[config.mk]
export PLATFORM = sky130hd
export DESIGN_NAME = deserializer
export DESIGN_NICKNAME = d
export VERILOG_FILES = /design/src/rtl/pkt_link_pkg.sv /design/src/rtl/deserializer_sat_counter.sv /design/src/rtl/deserializer.sv
export SDC_FILE = /design/constraint.sdc
export NUM_CORES = 1
export LEC_CHECK = 0
export ABC_AREA = 1
export CAP_MARGIN = 20
export CORE_ASPECT_RATIO = 0.6
export CORE_MARGIN = 1
export CORE_UTILIZATION = 35
export CTS_BUF_LIST = sky130_fd_sc_hd__clkbuf_8 sky130_fd_sc_hd__clkbuf_16
export DETAILED_ROUTE_END_ITERATION = 8
export DONT_BUFFER_PORTS = 1
export GPL_TIMING_DRIVEN = 0
export PLACE_DENSITY_LB_ADDON = 0.3
export SYNTH_ARGS = -nofsm -noshare
export SYNTH_HDL_FRONTEND = slang
export SYNTH_SLANG_ARGS = --single-unit
[constraint.sdc]
create_clock -name clk -period 2.5 [get_ports clk]
set_input_delay 0.5 -clock clk [delete_from_list [all_inputs] [get_ports clk]]
set_output_delay 0.5 -clock clk [all_outputs]
set_load 0.05 [all_outputs]
[src/rtl/pkt_link_pkg.sv]
// Shared definitions for the 8-bit byte-stream packet link (serializer and deserializer).
// Framing bytes, FSM state encoding, error codes and the checksum fold.
package pkt_link_pkg;

  localparam logic [7:0] HEADER_DEF  = 8'hAA;
  localparam logic [7:0] TRAILER_DEF = 8'h55;

  typedef enum logic [2:0] {
    IDLE  = 3'd0,
    LEN   = 3'd1,
    DATA  = 3'd2,
    CSUM  = 3'd3,
    TRAIL = 3'd4
  } state_e;

  localparam logic [1:0] ERR_NONE  = 2'd0;
  localparam logic [1:0] ERR_LEN   = 2'd1;
  localparam logic [1:0] ERR_CSUM  = 2'd2;
  localparam logic [1:0] ERR_FRAME = 2'd3;

  // Running packet checksum is a plain XOR of the payload bytes.
  function automatic logic [7:0] csum_fold(input logic [7:0] acc, input logic [7:0] b);
    return acc ^ b;
  endfunction

endpackage

[src/rtl/deserializer_sat_counter.sv]
// Saturating up-counter used for the good/bad packet statistics.
// Holds at all-ones instead of wrapping.
module sat_counter #(
  parameter int W = 16
) (
  input  logic         clk,
  input  logic         rst_n,
  input  logic         i_inc,
  output logic [W-1:0] o_cnt
);

  logic [W-1:0] r_cnt;

  // Count register; increments stop once every bit is set.
  always_ff @(posedge clk or negedge rst_n) begin
    if (!rst_n) begin
      r_cnt <= {W{1'b0}};
    end else if (i_inc && (r_cnt != {W{1'b1}})) begin
      r_cnt <= r_cnt + {{(W-1){1'b0}}, 1'b1};
    end
  end

  assign o_cnt = r_cnt;

endmodule

[src/rtl/deserializer.sv]
// Receive side of the packet link: delimits frames, streams payload with one cycle
// of latency, verifies length/checksum/trailer and keeps good/bad packet counts.
module deserializer
  import pkt_link_pkg::*;
#(
  parameter logic [7:0] HEADER      = HEADER_DEF,
  parameter logic [7:0] TRAILER     = TRAILER_DEF,
  parameter int         MAX_LEN     = 16,
  parameter int         GAP_TIMEOUT = 8
) (
  input  logic        clk,
  input  logic        rst_n,
  input  logic [7:0]  din,
  input  logic        din_valid,
  output logic [7:0]  dout,
  output logic        dout_valid,
  output logic        sof,
  output logic        eof,
  output logic        pkt_ok,
  output logic        pkt_err,
  output logic [1:0]  err_code,
  output logic [15:0] ok_cnt,
  output logic [15:0] err_cnt
);

  localparam int         GW        = $clog2(GAP_TIMEOUT + 1);
  localparam logic [7:0] MAX_LEN_B = 8'(MAX_LEN);
  localparam logic [GW-1:0] GAP_LAST = GW'(GAP_TIMEOUT - 1);

  state_e        r_state, w_state_nxt;
  logic [7:0]    r_rem, w_rem_nxt;
  logic [7:0]    r_xor, w_xor_nxt;
  logic [GW-1:0] r_gap, w_gap_nxt;
  logic          r_first, w_first_nxt;
  logic          w_fwd, w_sof, w_eof, w_ok, w_err;
  logic [1:0]    w_code;

  // Next-state and per-byte decisions; idle cycles only advance the gap counter.
  always_comb begin
    w_state_nxt = r_state;
    w_rem_nxt   = r_rem;
    w_xor_nxt   = r_xor;
    w_gap_nxt   = r_gap;
    w_first_nxt = r_first;
    w_fwd       = 1'b0;
    w_sof       = 1'b0;
    w_eof       = 1'b0;
    w_ok        = 1'b0;
    w_err       = 1'b0;
    w_code      = ERR_NONE;
    if (din_valid) begin
      w_gap_nxt = {GW{1'b0}};
      case (r_state)
        IDLE: begin
          if (din == HEADER) w_state_nxt = LEN;
          else               w_state_nxt = IDLE;
        end
        LEN: begin
          w_xor_nxt = 8'h00;
          if (din > MAX_LEN_B) begin
            w_err       = 1'b1;
            w_code      = ERR_LEN;
            w_state_nxt = IDLE;
          end else if (din == 8'd0) begin
            w_state_nxt = CSUM;
          end else begin
            w_rem_nxt   = din;
            w_first_nxt = 1'b1;
            w_state_nxt = DATA;
          end
        end
        DATA: begin
          w_fwd       = 1'b1;
          w_sof       = r_first;
          w_eof       = (r_rem == 8'd1);
          w_first_nxt = 1'b0;
          w_xor_nxt   = csum_fold(r_xor, din);
          w_rem_nxt   = r_rem - 8'd1;
          if (r_rem == 8'd1) w_state_nxt = CSUM;
          else               w_state_nxt = DATA;
        end
        CSUM: begin
          if (din != r_xor) begin
            w_err       = 1'b1;
            w_code      = ERR_CSUM;
            w_state_nxt = IDLE;
          end else begin
            w_state_nxt = TRAIL;
          end
        end
        TRAIL: begin
          w_state_nxt = IDLE;
          if (din == TRAILER) begin
            w_ok = 1'b1;
          end else begin
            w_err  = 1'b1;
            w_code = ERR_FRAME;
          end
        end
        default: w_state_nxt = IDLE;
      endcase
    end else if (r_state != IDLE) begin
      // A stalled link inside a frame is treated as a framing failure.
      if (r_gap == GAP_LAST) begin
        w_err       = 1'b1;
        w_code      = ERR_FRAME;
        w_gap_nxt   = {GW{1'b0}};
        w_state_nxt = IDLE;
      end else begin
        w_gap_nxt = r_gap + {{(GW-1){1'b0}}, 1'b1};
      end
    end else begin
      w_gap_nxt = {GW{1'b0}};
    end
  end

  // State, bookkeeping and registered outputs.
  always_ff @(posedge clk or negedge rst_n) begin
    if (!rst_n) begin
      r_state    <= IDLE;
      r_rem      <= 8'd0;
      r_xor      <= 8'd0;
      r_gap      <= {GW{1'b0}};
      r_first    <= 1'b0;
      dout       <= 8'd0;
      dout_valid <= 1'b0;
      sof        <= 1'b0;
      eof        <= 1'b0;
      pkt_ok     <= 1'b0;
      pkt_err    <= 1'b0;
      err_code   <= ERR_NONE;
    end else begin
      r_state    <= w_state_nxt;
      r_rem      <= w_rem_nxt;
      r_xor      <= w_xor_nxt;
      r_gap      <= w_gap_nxt;
      r_first    <= w_first_nxt;
      dout_valid <= w_fwd;
      sof        <= w_sof;
      eof        <= w_eof;
      pkt_ok     <= w_ok;
      pkt_err    <= w_err;
      if (w_fwd) dout <= din;
      if (w_err) err_code <= w_code;
    end
  end

  sat_counter #(.W(16)) u_ok_cnt (
    .clk   (clk),
    .rst_n (rst_n),
    .i_inc (w_ok),
    .o_cnt (ok_cnt)
  );

  sat_counter #(.W(16)) u_err_cnt (
    .clk   (clk),
    .rst_n (rst_n),
    .i_inc (w_err),
    .o_cnt (err_cnt)
  );

endmodule

==> reports/results.ini <==
[status]
status=finished, final reports clean

[timing]
period_needed_ns=2.25
tns_ns=0
slew_violations=0
finClkSkew_ns=0.00546
worst_pin_slew_ns=0.640
finalHoldViolCount=0
relSlewSlack_pct=57.3
setup_viol=0
whs_ns=0.0649
max_freq_mhz=445
rsz0062_at_grt=no
setup_ws_ns=0.254
timing.final.crit_share_pct=89.8

[floorplan]
die_h_um=82.7
dieArea_um2=11300
die_w_um=137
rows=29
initial_utilization_pct=36.0
io_pins=58
core_area_um2=10600

[global_routing]
grt_antenna_before_repair=0
grt.total_usage_pct=17.5
grt_pass1_wl_um=15000
grt_max_degree=72
grt_pass1_vias=2856
grt_overflow_total=0

[place]
dp_hpwl_um=6780
place_ws_ns=0.110
dpl_cell_area_um2=3980
place_inst=621
gp_congestion=0.866
numPortBuffers=0

[pwr]
powerDensity_nw_per_um2=912
p_leak_nw=2.07
irDropWorstVdd_mv=0.413
power.total_mw=3.93

[clocking]
cts.clk_slew.worst_paths_ns=0.06
cts_buffers=9
cts_root_buffer=clkbuf_16
cts_tree=yes
clock_latency_ns=0.33
cts_buffer_depth=2
postCtsSetupBuffers=0
htree_num_levels=3
cts_sinks=71

[worst_setup_path]
timing.critical_path.to_type=flip-flop
crit_fanout=10
startpoint=u_err_cnt.o_cnt[4]
required_ns=2.76
worstSetupPathType=flip-flop to flip-flop
r2r-start=u_err_cnt.o_cnt[4]
crit_arrival_ns=2.51
start_kind=flip-flop

[finish]
post-route-util_pct=40.8
area_delta_synth_final_pct=13.3
nNetsFinal=510
stdcell_count=638
num_antenna_cells=0
final_layout_size_suffix_gt1_share_pct=8.82
final_cell_area_um2=4310
fillers=1045

[route]
detail_route.wl_per_cell_um=14.4
drt-initial-drc-count=211
ant_nets=0
drc_errors=0
vias=3146
wl_um=9170
first_pass_iters=5
viasPerCell=4.93

[logic_synthesis]
synth_top_area_cell=dfrtp_1
netlist_area_um2=3800
yosys.area.top_type_share_pct=46.7
synthCells=482
seq_area_frac_synth_pct=46.7
yosys_warnings=0
synthTopCellsByArea=dfrtp_1 47%, nand2_1 15%, nand3_1 5.1%, xor2_1 4.8%, inv_1 4.5%
avgSynthCellArea_um2=7.89
ys_seq_elements=71
yosysUniqueCellTypes=32
synth_fp_nets=498

[hold_path]
hold_path_class=primary input to asynchronous set/reset pin

[job]
cap_viol_max_count=0

==> cells by family after synthesis <==
kind of cell	Yosys count	synth area share [%]
flip-flops	71	46.7
AO/OA/AOI/OAI	39	5.53
adder cells (fa/ha/maj)	5	1.65
buffers and inverters	65	6.85
AND/OR/NAND/NOR	268	31.4
XOR/XNOR	34	7.83
==> worst max-delay path, stage by stage, from the launching register on <==
cell and delay, ns:
dfrtp_1 0.70, nand2_1 0.29, nor4_4 0.28, nand2_1 0.13, nor2_2 0.15, nand3_4 0.14, nand2_4 0.17, buf_6 0.16
nand2_1 0.06, nand2_1 0.09
==> per-layer routing <==
metal	wire [µm]	GRT usage, %	vias up
met4	90	4.67	0
li1	-	-	1578
met5	0	0	-
met3	675	5.62	9
met1	4880	26.5	1471
met2	3520	23.0	88
==> timing repair <==
item | in CTS | in global routing
hold buffers | 1 | 0
endpoints found under the setup margin | 0 | 13
hold endpoints to repair | 71 | 0
resized for setup | 0 | 4
==> synth_stat cells (all sizes together) <==
cell,count
clkinv,2
nor3,15
a21oi,5
nand3,41
o22ai,8
clkbuf,3
nand2,152
o21ai,24
or2,1
xnor2,13
nor2,38
dfrtp,71
nor3b,2
buf,6
nand4,9
inv,54
xor2,21
o31ai,1
ha,5
nor4,10
o21a,1
==> sequential cells by signal (all words and copies together) (netlist names), 2 cells and up <==
signal / count
dout: 8
err_code: 2
r_gap: 4
r_rem: 8
r_state: 3
r_xor: 8
u_err_cnt.o_cnt: 16
u_ok_cnt.o_cnt: 16
==> placed cells by master (no fill, tap or decap), types with 2 or more instances in the layout <==
cell       Yosys  routed
inv_1         46      47
nor3_2         3       3
nor4_1         9       9
o22ai_1        8       8
nand4_1        9       9
clkbuf_1       3       3
inv_2          8       8
a21oi_1        5       5
xnor2_1       13      13
dfrtp_1       71      67
nand2_1      150     150
o21ai_1        4       4
dfrtp_2        0       4
clkinv_2       0       2
nor2_1        37      37
xor2_1        21      21
nor3b_1        2       2
o21ai_0       20      20
ha_1           5       5
nand3_1       39      39
clkinv_1       2       2
clkbuf_16      0       9
buf_2          4       4
nor3_1        12      12
==> final cells by class <==
| cell class | instances | area, µm² | share of cell area, % |
|---|---|---|---|
| clock inverters | 6 | 60.1 | 1.39 |
| inverters | 56 | 210 | 4.88 |
| flip-flops and latches | 71 | 1780 | 41.4 |
| repair buffers | 1 | 27.5 | 0.639 |
| multi-input cells | 346 | 1760 | 41.0 |
| well taps | 139 | 174 | 4.04 |
| plain buffers | 9 | 50.0 | 1.16 |
| clock buffers | 10 | 239 | 5.55 |
==> worst paths after layout <==
| path | endpoint | slack [ns] | cells after the start |
|---|---|---|---|
| max | u_err_cnt.o_cnt[6] | 0.25 | 9 |
| min | u_ok_cnt.o_cnt[11] | 0.06 | 1 |
| max reg2reg | u_err_cnt.o_cnt[6] | 0.25 | 9 |
| min reg2reg | r_gap[0] | 0.46 | 1 |
| max in group asynchronous | u_ok_cnt.o_cnt[1] | 2.13 | 1 |
| min in group clk | dout[5] | 0.36 | 2 |
==> where the power goes <==
part           total [mW]  switching, mW  internal, mW
Clock                1.28          0.489         0.796
Sequential           1.90          0.517          1.38
Combinational       0.748          0.478         0.270
No activity file was read; power rests on OpenSTA's default activity.
